--- config.mk ---
export PLATFORM = sky130hd
export DESIGN_NAME = my_pe_ctrl
export DESIGN_NICKNAME = d
export VERILOG_FILES = /design/src/rtl/my_pe_pkg.sv /design/src/rtl/my_pe_ctrl.sv
export SDC_FILE = /design/constraint.sdc
export NUM_CORES = 1
export LEC_CHECK = 0
export CORE_MARGIN = 2
export CORE_UTILIZATION = 44
export CTS_CLUSTER_SIZE = 10
export DETAILED_ROUTE_END_ITERATION = 12
export GPL_TIMING_DRIVEN = 0
export HOLD_SLACK_MARGIN = 0.1
export PLACE_DENSITY = 0.83
export SETUP_SLACK_MARGIN = 0.3
export SLEW_MARGIN = 20
export SYNTH_ARGS = -nofsm -noshare
export SYNTH_HDL_FRONTEND = slang
export SYNTH_SLANG_ARGS = --single-unit
--- constraint.sdc ---
create_clock -name aclk -period 7.3 [get_ports aclk]
set_clock_uncertainty 0.05 [all_clocks]
set_input_delay 2.19 -clock aclk [delete_from_list [all_inputs] [get_ports aclk]]
set_output_delay 2.19 -clock aclk [all_outputs]
set_load 0.05 [all_outputs]
--- src/rtl/my_pe_pkg.sv ---
// Shared types and constants for the my_pe floating-point MAC element and its sequencer.
package my_pe_pkg;

  localparam int FP32_W = 32;

  localparam logic [FP32_W-1:0] FP_ZERO = 32'h0000_0000;
  localparam logic [FP32_W-1:0] FP_ONE  = 32'h3F80_0000;

  typedef enum logic [2:0] {
    S_IDLE,
    S_CLEAR,
    S_LOAD,
    S_RD,
    S_ISSUE,
    S_WAIT,
    S_OUT
  } pe_state_t;

endpackage

--- src/rtl/my_pe_ctrl.sv ---
// Sequencer for the my_pe MAC element: clear psum, load B into PE RAM, issue A, return dot product.
// Optional WAIT watchdog with sticky err is enabled by defining MY_PE_CTRL_TIMEOUT_EN.
module my_pe_ctrl
  import my_pe_pkg::*;
#(
  parameter int L_RAM_SIZE     = 4,
  parameter int TIMEOUT_CYCLES = 64
) (
  input  logic                  aclk,
  input  logic                  areset,
  input  logic                  start,
  input  logic [L_RAM_SIZE:0]   len,
  input  logic [FP32_W-1:0]     s_b_tdata,
  input  logic                  s_b_tvalid,
  output logic                  s_b_tready,
  input  logic [FP32_W-1:0]     s_a_tdata,
  input  logic                  s_a_tvalid,
  output logic                  s_a_tready,
  output logic                  pe_rst_n,
  output logic [FP32_W-1:0]     pe_din,
  output logic [L_RAM_SIZE-1:0] pe_addr,
  output logic                  pe_we,
  output logic [FP32_W-1:0]     pe_ain,
  output logic                  pe_valid,
  input  logic                  pe_dvalid,
  input  logic [FP32_W-1:0]     pe_dout,
  output logic [FP32_W-1:0]     m_result_tdata,
  output logic                  m_result_tvalid,
  input  logic                  m_result_tready,
  output logic                  busy,
  output logic                  err
);

  localparam logic [L_RAM_SIZE:0]   LEN_ONE = 1;
  localparam logic [L_RAM_SIZE:0]   LEN_MAX = (L_RAM_SIZE+1)'(2**L_RAM_SIZE);
  localparam logic [L_RAM_SIZE-1:0] CNT_ONE = 1;

  pe_state_t               r_state;
  logic [L_RAM_SIZE:0]     r_len;
  logic [L_RAM_SIZE-1:0]   r_cnt;
  logic                    r_pe_rst_n;
  logic                    r_pe_we;
  logic                    r_pe_valid;
  logic [L_RAM_SIZE-1:0]   r_pe_addr;
  logic [FP32_W-1:0]       r_pe_din;
  logic [FP32_W-1:0]       r_pe_ain;
  logic [FP32_W-1:0]       r_result;

  logic w_start_ok;
  logic w_last;
  logic w_timeout;

  assign w_start_ok = start && (len != '0) && (len <= LEN_MAX);
  assign w_last     = ({1'b0, r_cnt} == (r_len - LEN_ONE));

`ifdef MY_PE_CTRL_TIMEOUT_EN
  localparam int WD_W = $clog2(TIMEOUT_CYCLES) + 1;
  localparam logic [WD_W-1:0] WD_ONE = 1;
  localparam logic [WD_W-1:0] WD_MAX = WD_W'(TIMEOUT_CYCLES - 1);

  logic [WD_W-1:0] r_wd_cnt;
  logic            r_err;

  assign w_timeout = (r_state == S_WAIT) && !pe_dvalid && (r_wd_cnt == WD_MAX);
  assign err       = r_err;

  // Counter restarts while in ISSUE, the only state that enters WAIT.
  always_ff @(posedge aclk or posedge areset) begin
    if (areset) begin
      r_wd_cnt <= '0;
      r_err    <= 1'b0;
    end else begin
      if (r_state == S_ISSUE)
        r_wd_cnt <= '0;
      else if (r_state == S_WAIT)
        r_wd_cnt <= r_wd_cnt + WD_ONE;
      if (r_state == S_IDLE && w_start_ok)
        r_err <= 1'b0;
      else if (w_timeout)
        r_err <= 1'b1;
    end
  end
`else
  assign w_timeout = 1'b0;
  assign err       = 1'b0;
`endif

  always_ff @(posedge aclk or posedge areset) begin
    if (areset) begin
      r_state    <= S_IDLE;
      r_len      <= '0;
      r_cnt      <= '0;
      r_pe_rst_n <= 1'b0;
      r_pe_we    <= 1'b0;
      r_pe_valid <= 1'b0;
      r_pe_addr  <= '0;
      r_pe_din   <= '0;
      r_pe_ain   <= '0;
      r_result   <= '0;
    end else begin
      r_pe_we    <= 1'b0;
      r_pe_valid <= 1'b0;
      case (r_state)
        S_IDLE: begin
          r_pe_rst_n <= 1'b1;
          if (w_start_ok) begin
            r_len      <= len;
            r_cnt      <= '0;
            r_pe_rst_n <= 1'b0;
            r_state    <= S_CLEAR;
          end
        end
        S_CLEAR: begin
          r_pe_rst_n <= 1'b1;
          r_state    <= S_LOAD;
        end
        S_LOAD: begin
          if (s_b_tvalid) begin
            r_pe_we   <= 1'b1;
            r_pe_addr <= r_cnt;
            r_pe_din  <= s_b_tdata;
            if (w_last) begin
              r_cnt   <= '0;
              r_state <= S_RD;
            end else begin
              r_cnt <= r_cnt + CNT_ONE;
            end
          end
        end
        S_RD: begin
          r_pe_addr <= r_cnt;
          r_state   <= S_ISSUE;
        end
        S_ISSUE: begin
          if (s_a_tvalid) begin
            r_pe_valid <= 1'b1;
            r_pe_ain   <= s_a_tdata;
            r_state    <= S_WAIT;
          end
        end
        // psum feeds back into the MAC, so the next A waits for this result.
        S_WAIT: begin
          if (pe_dvalid) begin
            if (w_last) begin
              r_result <= pe_dout;
              r_state  <= S_OUT;
            end else begin
              r_cnt   <= r_cnt + CNT_ONE;
              r_state <= S_RD;
            end
          end else if (w_timeout) begin
            r_pe_rst_n <= 1'b0;
            r_state    <= S_IDLE;
          end
        end
        S_OUT: begin
          if (m_result_tready)
            r_state <= S_IDLE;
        end
        default: r_state <= S_IDLE;
      endcase
    end
  end

  assign s_b_tready      = (r_state == S_LOAD);
  assign s_a_tready      = (r_state == S_ISSUE);
  assign m_result_tvalid = (r_state == S_OUT);
  assign busy            = (r_state != S_IDLE);

  assign pe_rst_n       = r_pe_rst_n;
  assign pe_we          = r_pe_we;
  assign pe_valid       = r_pe_valid;
  assign pe_addr        = r_pe_addr;
  assign pe_din         = r_pe_din;
  assign pe_ain         = r_pe_ain;
  assign m_result_tdata = r_result;

endmodule

==> impl_metrics.json <==
{
  "hold_buffers": 0,
  "end_kind": "output port",
  "critical_path.slowest_cell": "clkdlybuf4s50_1",
  "cts_resized": 0,
  "synth_async_sr_flop_share_pct": 100.0,
  "status": "complete, no violations",
  "root_buffer": "clkbuf_8",
  "power.share.clock_pct": 20.8,
  "ys_ff_latch": 115,
  "vias": 3425,
  "synthCells": 310,
  "yosysMostFrequentCell": "dfrtp_1",
  "cp.depth": 3,
  "switching_power_mw": 1.702,
  "seq_area_frac_synth_pct": 61.98,
  "regArea_mm2": 0.002878,
  "dp_hpwl_um": 8791,
  "tns_ns": 0,
  "path_clk_slew_ns": 0.06,
  "cts_max_level": 4,
  "layout_min_cycle_time_ns": 4.645,
  "pwr-share-comb_pct": 51.7,
  "diodes": 0,
  "chipWidth_um": 106.7,
  "critPathRequiredTime_ns": 5.06,
  "start_util_pct": 45.18,
  "drive_above_1_share_pct": 27.29,
  "netlist_area_mm2": 0.004643,
  "ys_types": 40,
  "ant_nets": 0,
  "hold_depth": 1,
  "cts.sinks": 115,
  "cts_tree": "done",
  "grt_pass1_vias": 3658,
  "first_iter_violations": 118,
  "final_nets": 654,
  "coreArea_mm2": 0.01028,
  "finalCritPeriodShare_pct": 63.63,
  "synthTopCellsByCount": "115 x dfrtp_1, 106 x mux2_2, 8 x inv_1, 8 x nor2_1, 6 x nand2_1",
  "cts.path.max_buffers": 2,
  "cp_max_fo": 10,
  "critPathKind": "reg -> out",
  "synthTopCellsByArea": "dfrtp_1 62%, mux2_2 26%, buf_6 0.73%, a211oi_1 0.65%, inv_1 0.65%",
  "syn_area_per_cell_um2": 14.98,
  "worst_skew_pair.late_latency_ns": 0.50,
  "synth-edff-count": 0,
  "cp_num_buf_inv": 2,
  "fp-row-count": 37,
  "globalRouteOverflowTotal": 0,
  "port_buffers": 214,
  "antenna_found_initial": 0,
  "io_pins": 216,
  "final_cell_count_no_fill": 693,
  "wire_per_inst_um": 16.97,
  "cpPeakStageDelay_ns": 0.92,
  "grt_max_degree": 62,
  "place_inst": 661,
  "yosys_warnings": 0,
  "gp_congestion": 0.8520,
  "sw_frac_of_total_pct": 44.05,
  "die_area_mm2": 0.01139,
  "multi_input_area_mm2": 0.001647,
  "grt_use_total_pct": 20.98,
  "p_int_mw": 2.162,
  "reg2regPathDepth": 7,
  "slew_violations": 0,
  "min_path_type": "reg -> reg",
  "power_frac_seq_pct": 27.5,
  "yosys.area.top_type": "dfrtp_1",
  "viasPerCell": 4.942,
  "fmax_ghz": 0.2153,
  "post_cts_buffers": 0,
  "cts-buffers-inserted": 17,
  "synthesis.nets": 420,
  "drt-total-wl_um": 11760,
  "rsz0062_at_grt": "false",
  "drcViolationCount": 0,
  "critPathTopFamily": "buffers and inverters",
  "worstPathCellList": "buf_4 > nor3b_1 > clkdlybuf4s50_1",
  "start_kind": "register",
  "p_per_area_mw_per_mm2": 510.4,
  "leakage_nw": 3.220,
  "finalSetupViolCount": 0,
  "ir_worst_vdd_v": 0.0003477,
  "crit_arrival_ns": 2.41,
  "hold_viol_final": 0,
  "die_y_um": 106.7,
  "synth_top_cell_area_share_pct": 61.98,
  "relSlewSlack_pct": 51.79,
  "fillers": 693,
  "grt_pass1_wl_um": 18410,
  "first_pass_iters": 4,
  "drv_cap": 0,
  "worst_pin_slew_ns": 0.7188,
  "synth_ff_type": "dfrtp_1",
  "syn_to_final_growth_pct": 63.06
}
==> sequential cells by signal (all words and copies together) (netlist names) <==
register and flops:
r_len 5, pe_we 1, pe_din 32, r_cnt 4, pe_valid 1, pe_ain 32, r_state 3, pe_rst_n 1
pe_addr 4, m_result_tdata 32
==> stage by stage <==
stage	hold slack [ns]	area, um^2	worst slack (ns)	power (mW)	util [%]
6_report	0.4483	7571	2.655	3.864	73.67
5_1_grt	0.4620	7571	2.552	4.023	73.67
4_1_cts	0.4549	7571	2.662	3.897	73.67
3_5_place_dp	0.4421	6988	2.973	3.072	67.99
3_3_place_gp	0.4195	6955	0.4885	3.023	67.68
2_1_floorplan	0.4534	4643	2.016	2.377	-
==> final timing paths <==
path | from | end | slack [ns]
setup / recovery | r_state[1] | s_b_tready | 2.65
hold reg to reg | pe_rst_n | pe_rst_n | 0.45
setup reg to reg | r_len[0] | r_cnt[3] | 4.59
max in group asynchronous | areset | m_result_tdata[27] | 4.47
min in group asynchronous | areset | pe_din[10] | 2.06
hold / removal | pe_rst_n | pe_rst_n | 0.45
==> layer usage <==
layer	GRT usage, %	wire length (um)
met1	23.67	4487
met5	0	0
met4	7.514	181
met2	35.90	5956
met3	8.511	1131
==> layout make-up <==
type                            count  share of cell area, %
Inverter                            8                 0.4627
Clock buffer                       19                  5.702
Tap cell                          136                  2.248
Sequential cell                   115                  38.01
Multi-Input combinational cell    173                  21.75
Clock inverter                     13                  2.000
Timing Repair Buffer              215                  28.66
Buffer                             14                  1.173
==> worst register-to-register path, stage by stage, from the launching register on <==
cell      delay (ns)
dfrtp_1         0.42
inv_1           0.08
ha_1            0.22
nor4bb_1        0.34
a22oi_1         0.18
a211oi_1        0.66
a22o_2          0.32
mux2_2          0.34
==> power groups by stage <==
stage                     clock, mW  combinational [mW]  sequential, mW
after floorplan                   0               0.475            1.90
after global placement            0                1.97            1.06
after detailed placement          0                2.00            1.07
after CTS                     0.817                2.01            1.07
after global routing          0.846                2.08            1.10
final                         0.804                2.00            1.06
==> cells by family after synthesis <==
logic type	after synthesis	share of synthesized area, %
DFF	115	61.98
muxes	108	26.17
and+or+nand+nor	34	4.070
AOI/OAI and AO/OA	22	3.476
buffers and inverters	22	2.560
xor gates and xnor gates	6	1.132
adders and majority gates	2	0.5389
other	1	0.08076
==> cells in the final DEF (no fill, tap or decap), types with 2 or more instances in the layout <==
| master | synthesis | final |
|---|---|---|
| o21ai_0 | 3 | 3 |
| and2_1 | 2 | 2 |
| a211o_1 | 3 | 3 |
| dfrtp_1 | 115 | 115 |
| clkbuf_16 | 0 | 16 |
| a21oi_1 | 3 | 3 |
| clkdlybuf4s50_1 | 0 | 214 |
| nor3_1 | 4 | 4 |
| clkbuf_8 | 0 | 2 |
| bufinv_16 | 0 | 2 |
| buf_4 | 2 | 2 |
| xor2_1 | 3 | 3 |
| ha_1 | 2 | 2 |
| mux2_2 | 106 | 106 |
| inv_1 | 8 | 7 |
| nand2_1 | 6 | 6 |
| nand2b_1 | 3 | 3 |
| inv_6 | 0 | 4 |
| clkinv_4 | 0 | 4 |
| clkinvlp_4 | 0 | 4 |
| nand3_1 | 2 | 2 |
| a211oi_1 | 4 | 4 |
| buf_2 | 5 | 5 |
| buf_6 | 3 | 3 |
| xnor2_1 | 3 | 3 |
| clkbuf_1 | 4 | 5 |
| a2111oi_0 | 2 | 2 |
| nor2_1 | 8 | 8 |
(Power assumes the default switching activity.)
